**config.mk**
```make
export PLATFORM = sky130hd
export DESIGN_NAME = axis_to_axi_adapter
export DESIGN_NICKNAME = d
export VERILOG_FILES = /design/src/rtl/axis_to_axi_adapter.sv
export SDC_FILE = /design/constraint.sdc
export NUM_CORES = 1
export LEC_CHECK = 0
export CAP_MARGIN = 20
export CORE_ASPECT_RATIO = 0.5
export CORE_MARGIN = 2
export CORE_UTILIZATION = 47
export DETAILED_ROUTE_END_ITERATION = 10
export PLACE_DENSITY = 0.78
export SKIP_CTS_REPAIR_TIMING = 1
export SYNTH_ARGS = -nofsm -noshare
export SYNTH_HDL_FRONTEND = slang
export SYNTH_SLANG_ARGS = --single-unit
```
**constraint.sdc**
```tcl
create_clock -name aclk -period 5 [get_ports aclk]
set_input_delay 1 -clock aclk [delete_from_list [all_inputs] [get_ports aclk]]
set_output_delay 1 -clock aclk [all_outputs]
set_load 0.01 [all_outputs]
```
**src/rtl/axis_to_axi_adapter.sv**
```systemverilog
// -----------------------------------------------------------------------------
// axis_to_axi_adapter
//
// Turns one stream transfer command (start byte address + total beat count)
// into a train of AXI4 INCR address bursts of at most 256 beats each, and
// passes the matching data stream straight through while generating LAST.
// Used in both directions: memory read data -> stream, stream -> AXI W.
//
// Optional feature (compile-time macro):
//   AXIS_TO_AXI_ADAPTER_4K_BOUNDARY_SPLIT_EN
//     defined   : bursts additionally end before a 4 KiB address boundary,
//                 and per-burst LAST follows those split burst ends.
//     undefined : bursts are limited only by the 256-beat cap.
//
// Ports
//   aclk, resetn            clock, asynchronous active-low reset
//   s_avalid/s_aready       command handshake; s_aready doubles as "idle"
//   s_aaddr, s_abeats       start byte address, total beat count
//   enableAxiLastSignal     1: LAST per AXI burst end, 0: LAST on final beat
//   s_x*                    input stream (s_xlast is ignored)
//   m_x*                    output stream, LAST generated here
//   m_ax*                   AXI address channel (INCR bursts, ID 0)
// -----------------------------------------------------------------------------
module axis_to_axi_adapter #(
   parameter int DATA_WIDTH = 32,
   parameter int ADDR_WIDTH = 32,
   parameter int STRB_WIDTH = 4,
   parameter int ID_WIDTH   = 8
) (
   input  logic                  aclk,
   input  logic                  resetn,
   // command
   input  logic                  s_avalid,
   input  logic [ADDR_WIDTH-1:0] s_aaddr,
   input  logic [ADDR_WIDTH-1:0] s_abeats,
   output logic                  s_aready,
   input  logic                  enableAxiLastSignal,
   // input stream
   input  logic [DATA_WIDTH-1:0] s_xdata,
   input  logic [STRB_WIDTH-1:0] s_xstrb,
   input  logic                  s_xlast,
   input  logic                  s_xvalid,
   output logic                  s_xready,
   // output stream
   output logic [DATA_WIDTH-1:0] m_xdata,
   output logic [STRB_WIDTH-1:0] m_xstrb,
   output logic                  m_xlast,
   output logic                  m_xvalid,
   input  logic                  m_xready,
   // AXI address channel
   output logic [ID_WIDTH-1:0]   m_axid,
   output logic [ADDR_WIDTH-1:0] m_axaddr,
   output logic [7:0]            m_axlen,
   output logic [2:0]            m_axsize,
   output logic [1:0]            m_axburst,
   output logic                  m_axlock,
   output logic [3:0]            m_axcache,
   output logic [2:0]            m_axprot,
   output logic                  m_axvalid,
   input  logic                  m_axready
);

   localparam int                    SIZE      = $clog2(STRB_WIDTH);
   localparam logic [ADDR_WIDTH-1:0] MAX_BURST = ADDR_WIDTH'(256);

   typedef enum logic {S_IDLE, S_BUSY} state_t;

   // Beats in the next burst: remaining beats, capped at 256 and at the room
   // left before the next split point.
   function automatic logic [8:0] f_burst_beats(input logic [ADDR_WIDTH-1:0] i_rem,
                                                input logic [12:0]           i_room);
      logic [8:0] v_beats;
      v_beats = (i_rem > MAX_BURST) ? 9'd256 : i_rem[8:0];
      if ({4'd0, v_beats} > i_room) v_beats = i_room[8:0];
      return v_beats;
   endfunction

   state_t                r_state, w_state_nxt;
   logic [ADDR_WIDTH-1:0] r_addr, w_addr_nxt;   // next burst address
   logic [ADDR_WIDTH-1:0] r_arem, w_arem_nxt;   // beats not yet covered by a burst
   logic [ADDR_WIDTH-1:0] r_drem, w_drem_nxt;   // data beats not yet transferred
   logic [7:0]            r_axlen;
   logic                  r_axvalid;
   logic                  r_last_en;
   logic [8:0]            r_dleft;              // beats left in current data burst, 0 = new burst
   logic                  w_accept, w_afire, w_dfire, w_data_active;
   logic [8:0]            w_alen_p1, w_nlen_p1, w_dburst;
   logic [12:0]           w_room_a, w_room_d;
   logic                  w_unused;

   assign w_unused = s_xlast;

`ifdef AXIS_TO_AXI_ADAPTER_4K_BOUNDARY_SPLIT_EN
   // Beats that fit before the next 4 KiB boundary. Rounded up so an
   // unaligned start still yields a non-empty burst.
   function automatic logic [12:0] f_page_room(input logic [11:0] i_off);
      return (13'd4096 - {1'b0, i_off} + 13'(STRB_WIDTH - 1)) >> SIZE;
   endfunction

   // The data side tracks its own page offset so per-burst LAST stays
   // correct even when data runs ahead of the address handshakes.
   logic [11:0] r_doff;

   assign w_room_a = f_page_room(w_addr_nxt[11:0]);
   assign w_room_d = f_page_room(r_doff);

   always_ff @(posedge aclk or negedge resetn) begin
      if (!resetn)        r_doff <= '0;
      else if (w_accept)  r_doff <= s_aaddr[11:0];
      else if (w_dfire)   r_doff <= r_doff + 12'(STRB_WIDTH);
   end
`else
   assign w_room_a = 13'd256;
   assign w_room_d = 13'd256;
`endif

   // ---------------- data path (combinational pass-through) ----------------
   assign w_data_active = (r_state == S_BUSY) && (r_drem != '0);
   assign w_dfire       = s_xvalid && m_xready && w_data_active;
   assign w_dburst      = (r_dleft == 9'd0) ? f_burst_beats(r_drem, w_room_d) : r_dleft;

   assign m_xdata  = s_xdata;
   assign m_xstrb  = s_xstrb;
   assign m_xvalid = s_xvalid && w_data_active;
   assign s_xready = m_xready && w_data_active;
   assign m_xlast  = r_last_en ? (w_dburst == 9'd1) : (r_drem == ADDR_WIDTH'(1));

   // ---------------- address side ----------------
   assign w_afire   = r_axvalid && m_axready;
   assign w_alen_p1 = {1'b0, r_axlen} + 9'd1;
   assign w_nlen_p1 = f_burst_beats(w_arem_nxt, w_room_a);

   // NOTE: every signal driven here gets a default first so no path leaves
   // it unassigned; that is what keeps this block free of inferred latches.
   always_comb begin
      w_state_nxt = r_state;
      w_addr_nxt  = r_addr;
      w_arem_nxt  = r_arem;
      w_drem_nxt  = r_drem;
      w_accept    = 1'b0;
      case (r_state)
         S_IDLE: begin
            if (s_avalid) begin
               w_accept   = 1'b1;
               w_addr_nxt = s_aaddr;
               w_arem_nxt = s_abeats;
               w_drem_nxt = s_abeats;
               // A zero-beat command completes on acceptance.
               if (s_abeats != '0) w_state_nxt = S_BUSY;
            end
         end
         S_BUSY: begin
            if (w_afire) begin
               w_addr_nxt = r_addr + (ADDR_WIDTH'(w_alen_p1) << SIZE);
               w_arem_nxt = r_arem - ADDR_WIDTH'(w_alen_p1);
            end
            if (w_dfire) w_drem_nxt = r_drem - ADDR_WIDTH'(1);
            // Looking at the next-cycle counts lets s_aready rise the cycle
            // right after the last handshake of either side.
            if ((w_arem_nxt == '0) && (w_drem_nxt == '0)) w_state_nxt = S_IDLE;
         end
         default: w_state_nxt = S_IDLE;
      endcase
   end

   // NOTE: state registers use non-blocking assignments so every flop
   // samples the pre-edge values, independent of statement order.
   always_ff @(posedge aclk or negedge resetn) begin
      if (!resetn) begin
         r_state   <= S_IDLE;
         r_addr    <= '0;
         r_arem    <= '0;
         r_drem    <= '0;
         r_axvalid <= 1'b0;
         r_axlen   <= '0;
         r_last_en <= 1'b0;
         r_dleft   <= '0;
      end else begin
         r_state   <= w_state_nxt;
         r_addr    <= w_addr_nxt;
         r_arem    <= w_arem_nxt;
         r_drem    <= w_drem_nxt;
         // Address/len are recomputed from unchanged inputs while waiting,
         // so they stay stable until the handshake.
         r_axvalid <= (w_state_nxt == S_BUSY) && (w_arem_nxt != '0);
         r_axlen   <= (w_arem_nxt != '0) ? 8'(w_nlen_p1 - 9'd1) : 8'd0;
         if (w_accept) begin
            r_last_en <= enableAxiLastSignal;
            r_dleft   <= '0;
         end else if (w_dfire) begin
            r_dleft   <= w_dburst - 9'd1;
         end
      end
   end

   assign s_aready  = (r_state == S_IDLE);
   assign m_axvalid = r_axvalid;
   assign m_axaddr  = r_addr;
   assign m_axlen   = r_axlen;
   assign m_axsize  = 3'(SIZE);
   assign m_axburst = 2'b01;
   assign m_axid    = '0;
   assign m_axlock  = 1'b0;
   assign m_axcache = 4'h0;
   assign m_axprot  = 3'h0;

endmodule

```
==> flow_summary.yaml <==
sta:
  finalCriticalPeriod_ns: 4.798
  rsz0062_at_grt: "false"
  fin_ws_ns: 0.2023
  tightest_slew_ns: 0.7775
  setup_viol: 0
  relSlewSlack: 0.4816
  whs_ns: 0.4753
  max_freq_mhz: 208.4
  period_share: 0.9595
  fin_setup_tns_ns: 0
  hold_viol: 0
  slew_violations: 0
  finClkSkew_ns: 0.009433
worst_hold_path:
  hp-class: "flop to flop"
  min_path_cells: 2
setup_path:
  start_kind: "flop"
  critPathCaptureType: "flop"
  rr_worst_depth: 18
  arrival_ns: 5.15
  worstSetupPathType: "flop to flop"
  crit_fanout: 6
  critPathRequiredTime_ns: 5.36
power:
  p_leak_nw: 4.772
  cellPowerDensity_nw_per_um2: 425.2
  p_total_mw: 4.975
  vdd_ir_drop_max_uv: 203.2
finish:
  fin_area_um2: 11700
  antennaDiodeCount: 0
  drive_gt1_frac: 0.1029
  final_nets: 1405
  num-fill-cells: 1777
  syn2layout_area_growth_pct: 20.93
synth:
  yosysSeqAreaShare: 0.3001
  netlist_top_cells_area: "dfrtp_1, mux2i_1, nand2_1, xnor2_1, buf_4"
  synth_top_area_cell: "dfrtp_1"
  syn_avg_cell_area_um2: 8.164
  syn_area_um2: 9674
  synth.distinct_cells: 86
  synth_top_area_frac: 0.3001
  ys_ff_latch: 116
  synth_edf_count: 0
  synth-main-ff-cell: "dfrtp_1"
  synthArstFlopShare: 1.000
  yosys_warnings: 0
  syn-instance-count: 1185
die:
  num_rows: 37
  start_util: 0.4749
  die_area_um2: 21820
  core_area_um2: 20370
  die_h_um: 105.5
  io_pins: 210
  die_w_um: 206.9
drt:
  drtIter0Drc: 1037
  drt_first_pass_iters: 5
  ant_nets: 0
  drc: 0
  wl_um: 32640
  vias: 9521
  wire_per_inst_um: 20.98
  viasPerCell: 6.119
clock_network:
  clk_latency_ns: 0.43
  cts_tree: "yes"
  clockRootBuffer: "clkbuf_16"
  clockBufferDepth: 2
  cts.sinks: 116
  path_clk_slew_ns: 0.06
  cts_max_level: 4
  cts_made_buffers: 17
placement:
  gp_congestion: 0.9718
  io_buffer_count: 115
  post-place-ws_ns: 0.07986
  dpl.hpwl_um: 24630
  placed_area_um2: 10920
grt:
  grtUsageMet3: 0.05999
  grt_use_met1: 0.4371
  grt_max_degree: 51
  grt_pass1_wl_um: 50190
  grt-ovfl-total: 0
  antenna_found_initial: 0
  busiest_layer: "met2"
  grt_usage: 0.2992
  grtUsageMet2: 0.4460
  grt_pass1_vias: 8865
run:
  drv_cap: 0
status:
  outcome: "finished, final reports clean"
-- cell families (layout without fill, tap and decap cells) --
family / Yosys count / after routing / synth area share
buffers and inverters: 154 / 233 / 0.08381
other: 2 / 21 / 0.0007763
AOI/OAI and AO/OA: 280 / 280 / 0.1906
xor gates and xnor gates: 87 / 87 / 0.07876
and+or+nand+nor: 460 / 460 / 0.2481
DFF: 116 / 116 / 0.3001
muxes: 59 / 59 / 0.06143
adders and majority gates: 27 / 27 / 0.03647
-- layout make-up --
type	count	area [um^2]	share of cell area
multi-input combinational	934	6100	0.5214
sequential	116	2907	0.2484
timing repair buffer	168	1544	0.1320
clock buffer	20	456.7	0.03904
tap	273	341.6	0.02920
clock inverter	12	226.5	0.01936
inverter	33	123.9	0.01059
-- state kept, by name, summed over array words and instances, names as in the netlist --
name	count
m_axvalid	1
r_dleft	9
r_last_en	1
r_drem	32
m_axlen	8
r_state	1
m_axaddr	32
r_arem	32
-- placed cells by master (no fill, tap or decap), types with 16 or more instances in the layout --
cell and instances:
o21ai_0 85, ha_1 25, nor2_1 88, nor4_1 31, buf_4 55, clkdlybuf4s50_1 113, nand3_1 29, nand2_1 124
nand2b_1 16, a21oi_1 64, dfrtp_1 115, nor2b_1 26, conb_1 21, or3_1 20, inv_1 33, clkbuf_16 17
nor3_1 40, a211oi_1 30, xnor2_1 50, mux2i_1 56, xor2_1 36
-- metrics by stage --
stage,std cells,utilization
floorplan,1204,-
global placement,1520,0.5360
detailed placement,1520,0.5360
CTS,1552,0.5695
global route,1556,0.5743
finish,1556,0.5743
-- critical path: stages (launching register included) --
cell and delay (ns):
dfrtp_1 0.41, ha_1 0.21, nand3_1 0.16, xnor2_2 0.22
inv_1 0.07, ha_1 0.39, o211a_1 0.19, a21bo_2 0.26
a211o_1 0.38, a311oi_2 0.28, a221oi_2 0.07, a211o_1 0.38
a2111oi_4 0.39, nand4_4 0.13, nor2_1 0.15, nand2_1 0.08
ha_1 0.27, or4_4 0.56, a21oi_2 0.14
-- cell usage after synthesis (all sizes together) (4+ instances only) --
| cell | instances |
|---|---|
| or2 | 4 |
| nor3b | 4 |
| a21oi | 66 |
| a41oi | 4 |
| inv | 33 |
| nor4 | 33 |
| ha | 25 |
| nand4 | 12 |
| a211oi | 32 |
| a21o | 6 |
| or3 | 22 |
| a2111oi | 5 |
| o21a | 7 |
| clkbuf | 46 |
| nand3 | 30 |
| nor2 | 90 |
| xnor2 | 51 |
| nor2b | 26 |
| xor2 | 36 |
| o21ai | 86 |
| nand2b | 16 |
| o211ai | 11 |
| dfrtp | 116 |
| and3 | 15 |
| or4 | 18 |
| buf | 75 |
| mux2i | 56 |
| a31oi | 9 |
| nor3 | 44 |
| and2 | 10 |
| and4 | 5 |
| nand2 | 124 |
| o31ai | 6 |
| o21bai | 6 |
-- where the power goes --
group | leakage [nW] | internal, mW | total, mW | switching [mW]
Clock | 0.326 | 0.962 | 1.44 | 0.476
Combinational | 3.08 | 0.864 | 2.00 | 1.13
Sequential | 1.37 | 1.17 | 1.54 | 0.366
-- final timing paths --
kind                             start     endpoint  slack (ns)
setup / recovery            m_axlen[0]   m_axlen[2]        0.20
hold / removal             m_axaddr[0]  m_axaddr[0]        0.48
setup reg to reg            m_axlen[0]   m_axlen[2]        0.20
hold reg to reg            m_axaddr[0]  m_axaddr[0]        0.48
max in group asynchronous       resetn      r_state        3.33
min in group asynchronous       resetn   r_arem[10]        0.63
-- per-layer routing --
metal	wire, um	vias up
li1	-	4375
met1	14460	4612
met2	14250	478
met3	3250	56
met4	685	0
met5	0	-
No activity file was read; power rests on OpenSTA's default activity.
